===== src/rtl/flash_read_pkg.sv =====
// Shared constants, state encodings and helpers for the SPI NOR read controller.
package flash_read_pkg;

    localparam logic [7:0] CMD_RDSR  = 8'h05;
    localparam logic [7:0] CMD_READ  = 8'h03;
    localparam logic [7:0] DUMMY     = 8'h00;

    localparam int unsigned DELAY_5MS    = 250_000;
    localparam int unsigned POLL_MAX_DEF = 16;

    localparam logic [1:0] FAIL_NONE = 2'b00;
    localparam logic [1:0] FAIL_BUSY = 2'b01;
    localparam logic [1:0] FAIL_LEN  = 2'b10;

    typedef enum logic [4:0] {
        M_IDLE = 5'b00001,
        M_RDSR = 5'b00010,
        M_GAP  = 5'b00100,
        M_READ = 5'b01000,
        M_END  = 5'b10000
    } main_state_t;

    typedef enum logic [1:0] {
        S_CMD  = 2'd0,
        S_ADDR = 2'd1,
        S_DATA = 2'd2
    } read_phase_t;

    // Address bytes go out most significant first.
    function automatic logic [7:0] addr_byte(input logic [23:0] addr, input logic [1:0] idx);
        logic [7:0] b;
        case (idx)
            2'd0:    b = addr[23:16];
            2'd1:    b = addr[15:8];
            default: b = addr[7:0];
        endcase
        return b;
    endfunction

endpackage


===== src/rtl/flash_read_if.sv =====
// Byte-level SPI master port shared with flash_write; the controller is the master side.
interface flash_read_if;
    logic       req;
    logic [7:0] din;
    logic       finish;
    logic       done;
    logic [7:0] dout;

    modport master (output req, output din, output finish, input done, input dout);
    modport slave  (input req, input din, input finish, output done, output dout);
endinterface


===== src/rtl/flash_gap_timer.sv =====
// Inter-transaction gap timer: a start pulse arms it, expire_o pulses DELAY_CYC cycles later.
module flash_gap_timer
    import flash_read_pkg::*;
#(
    parameter int unsigned DELAY_CYC = DELAY_5MS
) (
    input  logic clk,
    input  logic rst,
    input  logic start_i,
    output logic expire_o
);

    localparam int CW = (DELAY_CYC > 2) ? $clog2(DELAY_CYC) : 1;

    logic [CW-1:0] cnt_q;
    logic          run_q;

    assign expire_o = run_q && (cnt_q == '0);

    always_ff @(posedge clk or posedge rst) begin
        if (rst) begin
            cnt_q <= '0;
            run_q <= 1'b0;
        end else if (start_i) begin
            cnt_q <= CW'(DELAY_CYC - 1);
            run_q <= 1'b1;
        end else if (run_q) begin
            if (cnt_q == '0) begin
                run_q <= 1'b0;
            end else begin
                cnt_q <= cnt_q - 1'b1;
            end
        end
    end

endmodule


===== src/rtl/flash_read.sv =====
// SPI NOR read controller: polls RDSR until not busy, then issues READ and streams bytes out.
module flash_read
    import flash_read_pkg::*;
#(
    parameter int unsigned DELAY_CYC = DELAY_5MS,
    parameter int unsigned POLL_MAX  = POLL_MAX_DEF
) (
    input  logic         clk,
    input  logic         rst,
    input  logic         rden,
    input  logic [23:0]  rdaddress,
    input  logic [10:0]  rdlen,
    output logic         rdbusy,
    output logic [7:0]   rd_data,
    output logic         rd_vld,
    output logic         rddone,
    output logic [1:0]   fail,
    flash_read_if.master spi
);

    localparam int PW = (POLL_MAX > 2) ? $clog2(POLL_MAX) : 1;

    main_state_t state_q;
    read_phase_t phase_q;
    logic [10:0] cnt_q;
    logic [PW-1:0] poll_q;
    logic        wip_q;
    logic        pend_q;
    logic        out_q;
    logic        tstart_q;
    logic [23:0] addr_q;
    logic [10:0] len_q;

    logic        req_q;
    logic [7:0]  din_q;
    logic        finish_q;
    logic        rd_vld_q;
    logic [7:0]  rd_data_q;
    logic        rddone_q;
    logic [1:0]  fail_q;
    logic        rdbusy_q;

    logic        done_ok;
    logic        gap_exp;

    // A done only counts while a request is outstanding.
    assign done_ok = spi.done && out_q;

    assign spi.req    = req_q;
    assign spi.din    = din_q;
    assign spi.finish = finish_q;
    assign rd_vld     = rd_vld_q;
    assign rd_data    = rd_data_q;
    assign rddone     = rddone_q;
    assign fail       = fail_q;
    assign rdbusy     = rdbusy_q;

    flash_gap_timer #(.DELAY_CYC(DELAY_CYC)) u_gap (
        .clk      (clk),
        .rst      (rst),
        .start_i  (tstart_q),
        .expire_o (gap_exp)
    );

    // Request parameters are plain data, captured on an accepted request.
    always_ff @(posedge clk) begin
        if (state_q == M_IDLE && rden) begin
            addr_q <= rdaddress;
            len_q  <= rdlen;
        end
    end

    always_ff @(posedge clk or posedge rst) begin
        if (rst) begin
            state_q   <= M_IDLE;
            phase_q   <= S_CMD;
            cnt_q     <= '0;
            poll_q    <= '0;
            wip_q     <= 1'b0;
            pend_q    <= 1'b0;
            out_q     <= 1'b0;
            tstart_q  <= 1'b0;
            req_q     <= 1'b0;
            din_q     <= 8'h00;
            finish_q  <= 1'b0;
            rd_vld_q  <= 1'b0;
            rd_data_q <= 8'h00;
            rddone_q  <= 1'b0;
            fail_q    <= FAIL_NONE;
            rdbusy_q  <= 1'b0;
        end else begin
            req_q    <= 1'b0;
            finish_q <= 1'b0;
            rd_vld_q <= 1'b0;
            rddone_q <= 1'b0;
            fail_q   <= FAIL_NONE;
            tstart_q <= 1'b0;
            pend_q   <= 1'b0;

            // pend_q delays the first request of a transaction by one cycle after din is set.
            if (pend_q) begin
                req_q <= 1'b1;
                out_q <= 1'b1;
            end
            if (done_ok) begin
                out_q <= 1'b0;
            end

            case (state_q)
                M_IDLE: begin
                    if (rden) begin
                        if (rdlen == 11'd0) begin
                            fail_q <= FAIL_LEN;
                        end else begin
                            state_q  <= M_RDSR;
                            rdbusy_q <= 1'b1;
                            din_q    <= CMD_RDSR;
                            pend_q   <= 1'b1;
                            poll_q   <= '0;
                            cnt_q    <= '0;
                        end
                    end
                end

                M_RDSR: begin
                    if (done_ok) begin
                        if (cnt_q == 11'd0) begin
                            cnt_q <= 11'd1;
                            din_q <= DUMMY;
                            req_q <= 1'b1;
                            out_q <= 1'b1;
                        end else begin
                            wip_q    <= spi.dout[0];
                            finish_q <= 1'b1;
                            tstart_q <= 1'b1;
                            cnt_q    <= '0;
                            state_q  <= M_GAP;
                        end
                    end
                end

                M_GAP: begin
                    if (gap_exp) begin
                        if (!wip_q) begin
                            state_q <= M_READ;
                            phase_q <= S_CMD;
                            din_q   <= CMD_READ;
                            pend_q  <= 1'b1;
                        end else if (poll_q < PW'(POLL_MAX - 1)) begin
                            poll_q  <= poll_q + 1'b1;
                            state_q <= M_RDSR;
                            din_q   <= CMD_RDSR;
                            pend_q  <= 1'b1;
                        end else begin
                            fail_q   <= FAIL_BUSY;
                            rdbusy_q <= 1'b0;
                            state_q  <= M_IDLE;
                        end
                    end
                end

                M_READ: begin
                    if (done_ok) begin
                        case (phase_q)
                            S_CMD: begin
                                phase_q <= S_ADDR;
                                cnt_q   <= '0;
                                din_q   <= addr_byte(addr_q, 2'd0);
                                req_q   <= 1'b1;
                                out_q   <= 1'b1;
                            end
                            S_ADDR: begin
                                if (cnt_q == 11'd2) begin
                                    phase_q <= S_DATA;
                                    cnt_q   <= '0;
                                    din_q   <= DUMMY;
                                end else begin
                                    cnt_q <= cnt_q + 11'd1;
                                    din_q <= addr_byte(addr_q, cnt_q[1:0] + 2'd1);
                                end
                                req_q <= 1'b1;
                                out_q <= 1'b1;
                            end
                            S_DATA: begin
                                rd_vld_q  <= 1'b1;
                                rd_data_q <= spi.dout;
                                if (cnt_q == len_q - 11'd1) begin
                                    finish_q <= 1'b1;
                                    tstart_q <= 1'b1;
                                    state_q  <= M_END;
                                end else begin
                                    cnt_q <= cnt_q + 11'd1;
                                    req_q <= 1'b1;
                                    out_q <= 1'b1;
                                end
                            end
                            default: phase_q <= S_CMD;
                        endcase
                    end
                end

                M_END: begin
                    if (gap_exp) begin
                        rddone_q <= 1'b1;
                        rdbusy_q <= 1'b0;
                        state_q  <= M_IDLE;
                    end
                end

                default: state_q <= M_IDLE;
            endcase
        end
    end

endmodule


===== src/flat_wrapper.sv =====
// flat-port wrapper written by rule: the top's interface ports become plain ports
module flash_read_flat import flash_read_pkg::*;
#(
    parameter int unsigned DELAY_CYC = DELAY_5MS,
    parameter int unsigned POLL_MAX  = POLL_MAX_DEF
)
  (clk, rst, rden, rdaddress, rdlen, rdbusy, rd_data, rd_vld, rddone, fail, spi_req, spi_din, spi_finish, spi_done, spi_dout);
  flash_read_if spi_i ();
  input  logic clk;
  input  logic rst;
  input  logic rden;
  input  logic [23:0] rdaddress;
  input  logic [10:0] rdlen;
  output logic rdbusy;
  output logic [7:0] rd_data;
  output logic rd_vld;
  output logic rddone;
  output logic [1:0] fail;
  output wire logic [$bits(spi_i.req)-1:0] spi_req;
  output wire logic [$bits(spi_i.din)-1:0] spi_din;
  output wire logic [$bits(spi_i.finish)-1:0] spi_finish;
  input wire logic [$bits(spi_i.done)-1:0] spi_done;
  input wire logic [$bits(spi_i.dout)-1:0] spi_dout;
  assign spi_req = spi_i.req;
  assign spi_din = spi_i.din;
  assign spi_finish = spi_i.finish;
  assign spi_i.done = spi_done;
  assign spi_i.dout = spi_dout;
  flash_read #(.DELAY_CYC(DELAY_CYC), .POLL_MAX(POLL_MAX)) u_core (.clk(clk), .rst(rst), .rden(rden), .rdaddress(rdaddress), .rdlen(rdlen), .rdbusy(rdbusy), .rd_data(rd_data), .rd_vld(rd_vld), .rddone(rddone), .fail(fail), .spi(spi_i));
endmodule

===== config.mk =====
export PLATFORM = sky130hd
export DESIGN_NAME = flash_read_flat
export DESIGN_NICKNAME = d
export VERILOG_FILES = /design/src/rtl/flash_read_pkg.sv /design/src/rtl/flash_read_if.sv /design/src/rtl/flash_gap_timer.sv /design/src/rtl/flash_read.sv /design/src/flat_wrapper.sv
export SDC_FILE = /design/constraint.sdc
export NUM_CORES = 1
export LEC_CHECK = 0
export BUFFER_PORTS_ARGS = -buffer_cell sky130_fd_sc_hd__buf_2
export CAP_MARGIN = 20
export CORE_MARGIN = 4
export CORE_UTILIZATION = 35
export CTS_CLUSTER_SIZE = 28
export DETAILED_ROUTE_END_ITERATION = 12
export GPL_ROUTABILITY_DRIVEN = 0
export MAX_ROUTING_LAYER = met4
export PLACE_DENSITY = 0.59
export SLEW_MARGIN = 5
export SYNTH_ARGS = -nofsm -noshare
export SYNTH_HDL_FRONTEND = slang
export SYNTH_SLANG_ARGS = --single-unit

===== constraint.sdc =====
create_clock -name clk -period 2.95 [get_ports clk]
set_input_delay 0.295 -clock clk [delete_from_list [all_inputs] [get_ports clk]]
set_output_delay 0.295 -clock clk [all_outputs]
set_load 0.1 [all_outputs]

==> summary.txt <==
Initial Util = 35.61%
Area Growth Syn to Fin = 17.13%
clock buffer depth = 2
final critical-path required period = 2.601 ns
Num Clock Sinks = 102
crit-path cells = or4_4 -> nor4_4 -> xnor2_1 -> o211ai_2 -> o41ai_4 -> or2_1 -> o21ai_0
Non-Filler Cell Area, Final = 6040 um^2
slew margin rel. = 51.65%
Post-Syn Instances = 480
max_cap viols = 0
Placed Area = 5759 um^2
TritonCTS clock tree = yes
fmax = 384.5 MHz
Setup-failing EPs final = 0
PnR worst setup slack = 0.3493 ns
Final HPWL DP = 8364 um
DRT Pass-1 Iters = 5
via density per instance = 5.244
Die Width = 129.4 um
total grt overflow = 0
Compound-Gate Fraction of Synth Area = 13.52%
Antenna diodes = 0
Yosys reg bits = 102
worst slack, placed = 0.2305 ns
clock latency on the worst-skew pair = 0.34 ns
Layout Cells excl Fill = 746
RSZ-0062 raised after global routing = no
ANT nets after route = 0
Static Leak = 2.545 nW
Post-CTS Setup Inserts = 0
status = complete, no violations
Mean Syn Cell Area = 10.74 um^2
Slew Viols, Final = 0
worst-path maximum fanout = 9
die height = 129.4 um
Post-Synth Adder-Cell Area = 2.912%
initial antenna violation count = 0
ranking of synthesized cells by area = dfrtp_1 32%, edfxtp_1 20%, o21ai_0 3.9%, ha_1 2.9%, nand2_1 2.5%
mux contribution to synthesized area = 3.955%
total power = 4.538 mW
final hold slack = 0.06922 ns
largest net degree at the start of global routing = 37
Post-Synth Simple-Gate Area = 19.41%
Power Density = 751.4 nW/um^2
Row Count = 44
Post-synth EDFFs = 35
crit start category = flip-flop
worst r2r src = u_core.len_q[3]
Fillers = 1390
CP endpoint kind = flip-flop
drt drc = 0
Synth cell types = 63
Post-synth top flop = dfrtp_1
Worst path max stage delay = 0.60 ns
Worst VDD drop = 0.3816 mV
CTS Buf Count = 9
combinational family with the most area after synthesis = simple AND/OR/NAND/NOR gates
total track usage = 14.34%
global-route wire length before repair = 18750 um
Cells after DPL = 730
full die area = 16740 um^2
Crit Path Category = flip-flop to flip-flop
Avg WL per Cell = 15.20 um
final cycle utilization of the critical path = 88.16%
area of the core = 14480 um^2
Critical Path Slowest Stage Cell = or4_4
Req. time, crit path = 3.16 ns
worst slew pin tran = 0.7242 ns
vias in the first global route = 3818
Finished Core Util = 41.71%
I/O pin total = 70
clk slew on worst S/H paths = 0.07 ns
H-tree Lvls = 3
post-route setup TNS = 0 ns
xor/xnor cell area share of the yosys netlist = 3.907%
layout cells sized above 1 = 22.42%
Clock Skews = 0.009826 ns
largest area contributor in the netlist = dfrtp_1
Worst Hold Class = primary input to asynchronous set/reset pin
Root Buffer = clkbuf_16
post-synth top area share = 32.03%
Syn Std Cell Area = 5156 um^2
CP startpoint = u_core.len_q[3]
Final Hold Viols = 0
Vias = 3912
Yosys Warn Count = 0
PortBufs = 69
fin nets = 616
sequential area share after synthesis = 52.92%
Post-synth ARST share = 65.69%
WP data arrival = 2.81 ns
WL final = 11340 um
Initial DRC Count = 267
synthesized net count = 539
per-layer routing:
layer  part of all wire [%]  global-route usage (%)
met1                     46                   19.05
met2                     49                   22.65
met3                    2.8                   2.968
met4                    1.5                   3.459
met5                      0                       -
power by group:
group	switching [mW]	internal, mW	leakage [nW]
clock	0.512	0.578	0.123
sequential	0.249	1.78	1.20
combinational	0.841	0.579	1.22
cells in the final DEF, fill, tap and decap left out, types with 3 or more instances in the layout:
cell type  instances
a21oi_1           14
a221o_1            9
and2_1             4
and3_1             7
buf_2             69
buf_4             12
clkbuf_1           3
clkbuf_16          9
dfrtp_1           66
edfxtp_1          35
ha_1              12
inv_1             27
mux2_2            11
mux2i_1            8
nand2_1           35
nand2b_1          21
nand3_1           12
nand4_1            4
nor2_1            24
nor2b_1           11
nor3_1            17
nor4_1             8
nor4_2             3
o211ai_1           3
o21ai_0           40
o21ai_1            3
o22ai_1           10
o31ai_1            4
o31ai_2            4
or3_1              5
or4_1              4
xnor2_1           14
xor2_1             9
logic make-up after synthesis:
family	Yosys count
muxes	19
xor gates and xnor gates	23
AOI/OAI and AO/OA	103
buffers and inverters	43
DFF	102
and+or+nand+nor	178
adders and majority gates	12
cell type report:
| type | count | area [um^2] | area share, % |
|---|---|---|---|
| inverters | 28 | 105.1 | 1.740 |
| multi-input cells | 335 | 2271 | 37.60 |
| clock buffers | 12 | 236.5 | 3.915 |
| well taps | 184 | 230.2 | 3.812 |
| repair buffers | 81 | 435.4 | 7.209 |
| clock inverters | 4 | 32.53 | 0.5386 |
| flip-flops and latches | 102 | 2729 | 45.18 |
worst max-delay path: cells and delay by family (launching register included):
family           cells  cell delay [ns]
AO/OA/AOI/OAI        3             0.57
XOR/XNOR             1             0.16
flip-flops           1             0.50
AND/OR/NAND/NOR      3             1.22
path summary, 6_finish.rpt:
path,to,depth (start not counted),slack [ns]
max,u_core.cnt_q[4],7,0.35
min,u_core.fail[0],2,0.07
max reg2reg,u_core.cnt_q[4],7,0.35
min reg2reg,u_core.poll_q[3],1,0.49
max in group asynchronous,u_core.state_q[0],3,2.11
min in group clk,u_core.addr_q[21],1,0.13
sequential cells by signal, indices dropped and copies added, names as in the netlist, 2 cells and up:
register            flops
u_core.addr_q          24
u_core.u_gap.cnt_q     18
u_core.cnt_q           11
u_core.len_q           11
u_core.rd_data          8
u_core.spi.din          8
u_core.state_q          5
u_core.poll_q           4
u_core.fail             2
u_core.phase_q          2
synth_stat cells, types with 2 or more instances:
master / number
a21oi_1: 14
a221o_1: 9
a31oi_1: 2
and2_1: 4
and3_1: 7
and4_1: 2
and4b_1: 2
buf_1: 2
clkbuf_1: 10
dfrtp_1: 66
edfxtp_1: 35
ha_1: 12
inv_1: 28
mux2_2: 11
mux2i_1: 8
nand2_1: 35
nand2b_1: 21
nand3_1: 12
nand3b_1: 2
nand4_1: 4
nand4b_1: 2
nor2_1: 24
nor2b_1: 11
nor3_1: 17
nor3b_1: 3
nor4_1: 10
o211ai_1: 3
o21ai_0: 40
o21ai_1: 3
o21bai_1: 2
o22ai_1: 10
o31ai_1: 4
o31ai_2: 4
o32a_1: 2
or2_1: 2
or2_2: 2
or3_1: 5
or4_1: 4
xnor2_1: 14
xor2_1: 9
what timing repair did:
item | 4_1_cts | 5_1_grt
resized for setup | 0 | 2
hold buffers | 0 | 0
setup endpoints to repair | 0 | 9
No activity file was read; power rests on OpenSTA's default activity.
